**src/rtl/seq_1011_tx_pkg.sv**
```systemverilog
// ----------------------------------------------------------------------------
// seq_pkg
//
// Shared definitions for the 1011 serial link. The transmitter uses them, and
// so does the matching sequence detector.
//   SYNC_WORD / SYNC_LEN : frame sync pattern and its length in bits
//   state_t              : transmitter FSM state encoding (one-hot)
//   cnt_width()          : bit counter width, sized to hold
//                          max(SYNC_LEN, DATA_W, GAP_LEN) - 1
// ----------------------------------------------------------------------------
package seq_pkg;

    localparam logic [3:0] SYNC_WORD = 4'b1011;
    localparam int         SYNC_LEN  = 4;

    // One-hot encoding. Any other bit pattern is illegal, and the FSM
    // recovers from it by returning to IDLE.
    typedef enum logic [3:0] {
        IDLE = 4'b0001,
        SYNC = 4'b0010,
        DATA = 4'b0100,
        GAP  = 4'b1000
    } state_t;

    // Width of a counter that must reach the last index of the longest phase.
    function automatic int cnt_width(input int data_w, input int gap_len);
        int longest;
        longest = SYNC_LEN;
        if (data_w > longest) longest = data_w;
        if (gap_len > longest) longest = gap_len;
        // longest is at least 4, so the result is at least 2 bits.
        return $clog2(longest);
    endfunction

endpackage : seq_pkg

```
**src/rtl/seq_1011_tx_if.sv**
```systemverilog
// ----------------------------------------------------------------------------
// seq_1011_tx_if
//
// Groups the upstream valid/ready handshake and the serial-side outputs of the
// 1011 frame transmitter.
//   in_data  [DATA_W] : payload word, sampled only at handshake
//   in_valid          : upstream has a word
//   in_ready          : transmitter can accept (IDLE only)
//   dout              : serial bit stream
//   sof               : first sync bit of a frame
//   busy              : transmitter is not IDLE
// modport master : upstream data source / observer
// modport slave  : the transmitter
// ----------------------------------------------------------------------------
interface seq_1011_tx_if #(
    parameter int DATA_W = 8
);

    logic [DATA_W-1:0] in_data;
    logic              in_valid;
    logic              in_ready;
    logic              dout;
    logic              sof;
    logic              busy;

    modport master (
        output in_data,
        output in_valid,
        input  in_ready,
        input  dout,
        input  sof,
        input  busy
    );

    modport slave (
        input  in_data,
        input  in_valid,
        output in_ready,
        output dout,
        output sof,
        output busy
    );

endinterface : seq_1011_tx_if

```
**src/rtl/seq_1011_tx_piso_shift.sv**
```systemverilog
// ----------------------------------------------------------------------------
// piso_shift
//
// Parallel-in / serial-out register. It presents its MSB, shifts left and
// fills with zeros.
//   clk      : clock, rising edge
//   rst      : synchronous active-high reset, clears the register
//   i_load   : capture i_data (takes priority over i_shift)
//   i_shift  : shift left by one, zero fill
//   i_data   : parallel word
//   o_msb    : current MSB (next serial bit)
// ----------------------------------------------------------------------------
module piso_shift #(
    parameter int DATA_W = 8
) (
    input  logic              clk,
    input  logic              rst,
    input  logic              i_load,
    input  logic              i_shift,
    input  logic [DATA_W-1:0] i_data,
    output logic              o_msb
);

    logic [DATA_W-1:0] r_shreg;

    // NOTE: the shift register is a plain register, not a memory, so it gets
    // reset. A frame abandoned by reset then leaves no stale payload behind.
    always_ff @(posedge clk) begin
        if (rst) begin
            r_shreg <= '0;
        end else if (i_load) begin
            r_shreg <= i_data;
        end else if (i_shift) begin
            r_shreg <= r_shreg << 1;
        end
    end

    assign o_msb = r_shreg[DATA_W-1];

endmodule : piso_shift

```
**src/rtl/seq_1011_tx.sv**
```systemverilog
// ----------------------------------------------------------------------------
// seq_1011_tx
//
// Serial frame transmitter for the 1011 link. Each accepted word goes out as
// the sync word 1011, then DATA_W payload bits MSB-first, then GAP_LEN zero
// guard bits. One IDLE cycle always separates consecutive frames.
//   clk  : clock, rising edge
//   rst  : synchronous active-high reset; abandons any frame in flight
//   bus  : seq_1011_tx_if.slave. The handshake inputs are in_data and
//          in_valid. The outputs are in_ready, dout, sof and busy.
// All outputs are Moore-decoded from state, counter and shift register. No
// output depends combinationally on in_valid or in_data.
// ----------------------------------------------------------------------------
module seq_1011_tx
    import seq_pkg::*;
#(
    parameter int DATA_W  = 8,
    parameter int GAP_LEN = 2
) (
    input  logic         clk,
    input  logic         rst,
    seq_1011_tx_if.slave bus
);

    localparam int CNT_W = cnt_width(DATA_W, GAP_LEN);

    localparam logic [CNT_W-1:0] SYNC_LAST = CNT_W'(SYNC_LEN - 1);
    localparam logic [CNT_W-1:0] DATA_LAST = CNT_W'(DATA_W - 1);
    localparam logic [CNT_W-1:0] GAP_LAST  = CNT_W'(GAP_LEN - 1);

    state_t           r_state;
    logic [CNT_W-1:0] r_cnt;

    logic       w_idle;
    logic       w_load;
    logic       w_shift;
    logic       w_msb;
    logic       w_dout;
    logic [1:0] w_sync_idx;

    assign w_idle = (r_state == IDLE);

    // in_ready equals w_idle, so this is the handshake. in_valid is ignored
    // in every other state.
    assign w_load  = w_idle && bus.in_valid;
    assign w_shift = (r_state == DATA);

    piso_shift #(
        .DATA_W (DATA_W)
    ) u_piso (
        .clk     (clk),
        .rst     (rst),
        .i_load  (w_load),
        .i_shift (w_shift),
        .i_data  (bus.in_data),
        .o_msb   (w_msb)
    );

    // ------------------------------------------------------------------------
    // FSM and bit counter. The counter restarts at zero at every phase
    // boundary and is compared against that phase's last index.
    // ------------------------------------------------------------------------
    // NOTE: state and counter use non-blocking assignments, so every register
    // in this block updates from the values before the edge.
    always_ff @(posedge clk) begin
        if (rst) begin
            r_state <= IDLE;
            r_cnt   <= '0;
        end else begin
            case (r_state)
                IDLE: begin
                    r_cnt <= '0;
                    if (bus.in_valid) begin
                        r_state <= SYNC;
                    end
                end
                SYNC: begin
                    if (r_cnt == SYNC_LAST) begin
                        r_state <= DATA;
                        r_cnt   <= '0;
                    end else begin
                        r_cnt <= r_cnt + 1'b1;
                    end
                end
                DATA: begin
                    if (r_cnt == DATA_LAST) begin
                        r_state <= GAP;
                        r_cnt   <= '0;
                    end else begin
                        r_cnt <= r_cnt + 1'b1;
                    end
                end
                GAP: begin
                    if (r_cnt == GAP_LAST) begin
                        r_state <= IDLE;
                        r_cnt   <= '0;
                    end else begin
                        r_cnt <= r_cnt + 1'b1;
                    end
                end
                default: begin
                    r_state <= IDLE;
                    r_cnt   <= '0;
                end
            endcase
        end
    end

    // ------------------------------------------------------------------------
    // Output decode
    // ------------------------------------------------------------------------
    // The sync word goes out MSB first: cnt 0..3 selects bits 3..0.
    assign w_sync_idx = 2'd3 - r_cnt[1:0];

    // NOTE: w_dout gets a default before the case, so no path can leave it
    // unassigned and infer a latch.
    always_comb begin
        w_dout = 1'b0;
        case (r_state)
            SYNC:    w_dout = SYNC_WORD[w_sync_idx];
            DATA:    w_dout = w_msb;
            default: w_dout = 1'b0;
        endcase
    end

    assign bus.dout     = w_dout;
    assign bus.sof      = (r_state == SYNC) && (r_cnt == '0);
    assign bus.busy     = !w_idle;
    assign bus.in_ready = w_idle;

endmodule : seq_1011_tx

```
**src/flat_wrapper.sv**
```systemverilog
// flat-port wrapper written by rule: the top's interface ports become plain ports
module seq_1011_tx_flat import seq_pkg::*;
#(
    parameter int DATA_W  = 8,
    parameter int GAP_LEN = 2
)
  (clk, rst, bus_in_data, bus_in_valid, bus_in_ready, bus_dout, bus_sof, bus_busy);
  seq_1011_tx_if #(.DATA_W(DATA_W)) bus_i ();
  input  logic clk;
  input  logic rst;
  input wire logic [$bits(bus_i.in_data)-1:0] bus_in_data;
  input wire logic [$bits(bus_i.in_valid)-1:0] bus_in_valid;
  output wire logic [$bits(bus_i.in_ready)-1:0] bus_in_ready;
  output wire logic [$bits(bus_i.dout)-1:0] bus_dout;
  output wire logic [$bits(bus_i.sof)-1:0] bus_sof;
  output wire logic [$bits(bus_i.busy)-1:0] bus_busy;
  assign bus_i.in_data = bus_in_data;
  assign bus_i.in_valid = bus_in_valid;
  assign bus_in_ready = bus_i.in_ready;
  assign bus_dout = bus_i.dout;
  assign bus_sof = bus_i.sof;
  assign bus_busy = bus_i.busy;
  seq_1011_tx #(.DATA_W(DATA_W), .GAP_LEN(GAP_LEN)) u_core (.clk(clk), .rst(rst), .bus(bus_i));
endmodule
```
**config.mk**
```make
export PLATFORM = sky130hd
export DESIGN_NAME = seq_1011_tx_flat
export DESIGN_NICKNAME = d
export VERILOG_FILES = /design/src/rtl/seq_1011_tx_pkg.sv /design/src/rtl/seq_1011_tx_if.sv /design/src/rtl/seq_1011_tx_piso_shift.sv /design/src/rtl/seq_1011_tx.sv /design/src/flat_wrapper.sv
export SDC_FILE = /design/constraint.sdc
export NUM_CORES = 1
export LEC_CHECK = 0
export ABC_AREA = 0
export CAP_MARGIN = 0
export CORE_ASPECT_RATIO = 1.2
export CORE_MARGIN = 3
export CORE_UTILIZATION = 46
export DETAILED_ROUTE_END_ITERATION = 8
export PLACE_DENSITY_LB_ADDON = 0.2
export SLEW_MARGIN = 10
export SYNTH_ARGS = -nofsm -noshare
export SYNTH_HDL_FRONTEND = slang
export SYNTH_HIERARCHICAL = 1
export SYNTH_SLANG_ARGS = --single-unit
```
**constraint.sdc**
```tcl
create_clock -name clk -period 1.5 [get_ports clk]
set_input_delay 0.225 -clock clk [delete_from_list [all_inputs] [get_ports clk]]
set_output_delay 0.225 -clock clk [all_outputs]
set_load 0.01 [all_outputs]
```
After elaboration in Yosys (flattened, before gate mapping). Index checks and enable logic that the tools add are counted.

Register bits after elaboration: 15.

Add/subtract/negate cells: 2. Order comparisons: 1. Equality and inequality tests: 11. Muxes and demuxes: 14. Reductions and logical operators: 6.

Operators with widths (count): 4-bit 2-to-1 mux (4); 8-bit 2-to-1 mux (2); 4-bit one-hot mux with 4 select lines (1); 3-bit 2-to-1 mux (3); 3-bit one-hot mux with 3 select lines (1); 2-bit by 1-bit != test with 1-bit output (second input constant) (3); 4-bit by 1-bit equality test with 1-bit output (second input constant) (1); 4-bit by 2-bit equality test with 1-bit output (second input constant) (1); 4-bit by 3-bit equality test with 1-bit output (second input constant) (1); 4-bit equality test (second input constant) (1); 4-bit AND reduction (1); 3-bit by 1-bit adder with 3-bit output (second input constant) (1); 3-bit by 1-bit equality test with 1-bit output (second input constant) (1); 3-bit by 2-bit equality test with 1-bit output (second input constant) (1); 3-bit equality test (second input constant) (1); 3-bit logical NOT (1); 2-bit by 3-bit less-than comparator with 1-bit output (second input constant) (1); 1-bit binary-select mux with 2-bit select (1); 1-bit logical AND (2); 2-bit != test (second input constant) (1); 1-bit one-hot mux with 2 select lines (1); 2-bit nonzero test (1); 2-bit subtractor (first input constant) (1); 1-bit logical NOT (1); 1-bit 2-to-1 mux (1).

Longest topological paths before layout. Gate-level depths: netlist of run 1.

Depth in word-level cells: 4. Depth in mapped cells: 6. Mapped depth without buffers: 6.

By module. The synthesis of run 1 kept the hierarchy.

By module, submodules not included: seq_1011_tx (sequential area each 140.1 um^2, area an instance 546.8 um^2, times used 1, cells each 61); piso_shift (sequential area each 160.2 um^2, area an instance 369.1 um^2, times used 1, cells each 35).

Worst setup path before layout of run 1. No wires, ideal clock.

Path type: register to register. Start: register u_core.r_state[2]. End: register u_core.u_piso.r_shreg[1]. Slack: -0.030 ns. Data arrival time: 1.445 ns. Setup time: 0.086 ns. Stages on the path, launching flop included: 6. Required time: 1.414 ns. Buffers on the path: 1. Cell sequence: dfxtp_1 > buf_2 > nor4b_4 > and2_1 > inv_1 > a211oi_1.

Longest elaborated chain between the ends: 3.

RTL lines: start: declaration (line seq_1011_tx.sv:31) `state_t r_state;`; start signal: assignment (line seq_1011_tx.sv:67) `r_state <= IDLE;`; start signal: assignment (line seq_1011_tx.sv:74) `r_state <= SYNC;`; start signal: assignment (line seq_1011_tx.sv:79) `r_state <= DATA;`; 4-bit by 1-bit equality test with 1-bit output (*) (line seq_1011_tx.sv:41) `assign w_idle = (r_state == IDLE);`; via bus_in_ready (line flat_wrapper.sv:13) `output wire logic [$bits(bus_i.in_ready)-1:0] bus_in_ready;`; 1-bit logical AND (*) (line seq_1011_tx.sv:45) `assign w_load = w_idle && bus.in_valid;`; via u_core.w_load (line seq_1011_tx.sv:35) `logic w_load;`; 8-bit 2-to-1 mux / 2-bit nonzero test (equally long branches); end signal: assignment (line seq_1011_tx_piso_shift.sv:32) `r_shreg <= i_data;`; end signal: assignment (line seq_1011_tx_piso_shift.sv:34) `r_shreg <= r_shreg << 1;`; end: declaration (line seq_1011_tx_piso_shift.sv:24) `logic [DATA_W-1:0] r_shreg;`.

Mark *: on every way through the listed nets, which the timed path passes. The rest lies on a longest branch. A chain may end at the register's enable or synchronous reset.

Worst setup path in the final report of run 1.
Start: register u_core.r_state[3]. End: output bus_busy.

Longest elaborated chain between the ends: 2.

RTL lines: 4-bit by 1-bit equality test with 1-bit output (line seq_1011_tx.sv:41); 1-bit logical NOT (line seq_1011_tx.sv:128) `assign bus.busy = !w_idle;`; end: declaration (line flat_wrapper.sv:16) `output wire logic [$bits(bus_i.busy)-1:0] bus_busy;`.

Every way passes these cells.

==> impl_metrics.tcl, run 1 <==
set metrics [dict create \
    yosysWarnings 6 \
    dieWidth_microns 46.7 \
    clk_pin_slew_ns 0.09 \
    synth_edf_count 0 \
    hold_path_end "u_core/u_piso/r_shreg[0]" \
    final_max_slew_viol_count 0 \
    yosysSeqAreaShare 0.328 \
    syn_nets 114 \
    drtIter0Drc 11 \
    syn_area_sq_um 916 \
    worst_clock_skew_ns 0.00219 \
    drc 0 \
    grt.total_usage 0.179 \
    drive_gt1_frac 0.317 \
    clockBufferDepth 2 \
    drv_cap 0 \
    ys_async_sr_fraction 0 \
    r2r_slack_ns 0.02 \
    setup_violations 0 \
    multi_input_comb_area_sq_um 586 \
    timing.final.crit_share 0.991 \
    ys.flop_type "dfxtp_1" \
    ir_worst_vdd_v 0.000710 \
    r2r_cells 5 \
    worstSetupPathType "reg2out" \
    min_path_type "in2reg" \
    fp-row-count 17 \
    fin_util 0.647 \
    layout_min_cycle_time_ns 1.49 \
    ys_ff_latch 15 \
    htreeDepth 1 \
    worstReg2RegStart "u_core/r_state[3]" \
    fillCellCount 172 \
    hold_path_depth 3 \
    final_antenna_net_count 0 \
    die_h_microns 54.9 \
    overflow 0 \
    max_freq_mhz 673 \
    grt_use_met2 0.337 \
    cts_tree "yes" \
    io_pins 15 \
    worstPathRequired_ns 1.27 \
    portBuffers 14 \
    synth.top_cell.area_share 0.328 \
    grt_busiest_layer "met2" \
    cts_buffers 3 \
    use_met1 0.189 \
    core_sq_mm 0.00187 \
    cp.arrival_ns 1.26 \
    postSynthCellCount 96 \
    path_max_fanout 6 \
    gp_congestion 0.795 \
    rsz0062_at_grt "true" \
    slew-limit-headroom 0.813 \
    hold_buffers 0 \
    wl_microns 1930 \
    final_cells 142 \
    syn_avg_cell_area_sq_um 9.54 \
    viasPerCell 5.44 \
    root_buffer "clkbuf_4" \
    grt_max_degree 12 \
    endpoint_kind "output pin" \
    place_hpwl_microns 1400 \
    synth.area.top_cells "dfxtp_1 (33%), ha_1 (9.6%), mux2i_1 (7.7%)" \
    crit_slowest_cell "dfxtp_2" \
    clock_latency_ns 0.29 \
    leakage_nw 0.486 \
    regArea_sq_um 309 \
    grt_pass1_vias 759 \
    worst_slew_pin_slew_ns 0.279 \
    yosysMostFrequentCell "dfxtp_1" \
    max_stage_delay_ns 0.36 \
    min_from "bus_in_data[0]" \
    netlist_top_cells_count "dfxtp_1 (15), a211oi_1 (7), ha_1 (7), mux2i_1 (7), nor2b_1 (7)" \
    crit_family "flip-flops" \
    met3_usage 0.0691 \
    routedWlPerCell_microns 13.6 \
    outcome "complete, no violations" \
    cts_sinks 15 \
    powerDensity_mw_per_mm2 881 \
    place_inst 137 \
    vias 773 \
    syn_to_final_growth_pct 32.2 \
    diodes 0 \
    r2r_end "u_core/u_piso/r_shreg[7]" \
    yosysUniqueCellTypes 30 \
    antenna_found_initial 0 \
    final_nets 142 \
    dieArea_sq_mm 0.00256 \
    initial_core_util 0.489 \
    synth.largest_area_cell "dfxtp_1" \
    grt_pass1_wl_microns 3200 \
    firstDrtPassIters 4 \
    crit_buf_inv 3 \
    path_cells "buf_4, nor4b_4, inv_2, buf_6" \
    cp-start-kind "register" \
    hold_viol 0 \
]
-- power breakdown --
group          internal [mW]  switching [mW]  total [mW]
clock network         0.0991           0.139       0.238
logic                  0.206           0.147       0.353
registers              0.444          0.0331       0.477
-- layout make-up --
cell class | instances | share of cell area
Timing Repair Buffer | 28 | 0.197
Inverter | 7 | 0.0217
Multi-Input combinational cell | 69 | 0.483
Sequential cell | 15 | 0.255
Tap cell | 19 | 0.0196
Clock buffer | 3 | 0.0186
Clock inverter | 1 | 0.00413
-- repair_timing --
action / in CTS / in global routing
setup endpoints to repair: 13 / 16
buffers inserted: 1 / 0
pin swaps: 2 / 7
resized for setup: 26 / 8
-- metal layers --
| layer | share of wire | wire length (microns) |
|---|---|---|
| met5 | 0 | 0 |
| met1 | 0.43 | 835 |
| met2 | 0.52 | 1000 |
| met4 | 0.0083 | 16 |
| met3 | 0.039 | 76 |
-- tightest hold or removal path, delay by kind of cell --
kind | cells | cell delay (ns)
buffers and inverters | 1 | 0.39
and+or+nand+nor | 1 | 0.06
AOI/OAI and AO/OA | 1 | 0.05
-- sequential cells by signal (all words and copies together), names as in the netlist --
signal and flops:
u_core/r_state 4, u_core/u_piso/r_shreg 8, u_core/r_cnt 3
-- through the flow --
step / cell area (sq um) / setup slack (ns) / hold WS [ns] / setup TNS, ns / power (mW)
detailed placement: 1140 / -0.129 / 0.545 / -0.705 / 0.819
global placement: 1140 / -0.118 / 0.530 / -0.532 / 0.815
floorplan: 917 / 0.0277 / 0.294 / 0 / 0.665
finish: 1210 / 0.0137 / 0.482 / 0 / 1.07
global route: 1210 / -0.109 / 0.485 / -0.991 / 1.14
CTS: 1180 / -0.0292 / 0.475 / -0.0775 / 1.08
-- logic make-up after synthesis --
logic type / after synthesis / share of synthesized area
simple gates: 32 / 0.255
compound gates: 21 / 0.150
flops: 15 / 0.328
buf+inv: 12 / 0.0751
mux: 7 / 0.0765
fa+ha+maj: 7 / 0.0956
xor+xnor: 2 / 0.0191
-- worst max-delay path by stage --
stage / startpoint / to / slack (ns) / cells past startpoint
global route: u_core/r_state[0] / bus_sof / -0.11 / 4
CTS: u_core/r_state[1] / bus_busy / -0.03 / 4
floorplan: u_core/r_state[2] / u_core/u_piso/r_shreg[1] / 0.03 / 5
finish: u_core/r_state[3] / bus_busy / 0.01 / 4
detailed placement: u_core/r_state[0] / bus_sof / -0.13 / 4
global placement: u_core/r_state[0] / bus_sof / -0.12 / 4
-- cell usage in the layout, fill, tap and decap left out, drive strengths merged, types with 5 or more instances in the layout --
master         instances
inv                    7
dfxtp                 15
a211oi                 7
nor2                   6
mux2i                  7
o21ai                  5
buf                   18
nor2b                  7
clkdlybuf4s50         10
a21oi                  5
ha                     7
(Power assumes the default switching activity.)
==> run 2, diff against run 1 <==
Settings changed: CAP_MARGIN 0 to default.
==> results of run 2 <==
No change in the layout: final DEF, timing and power equal those of run 1.
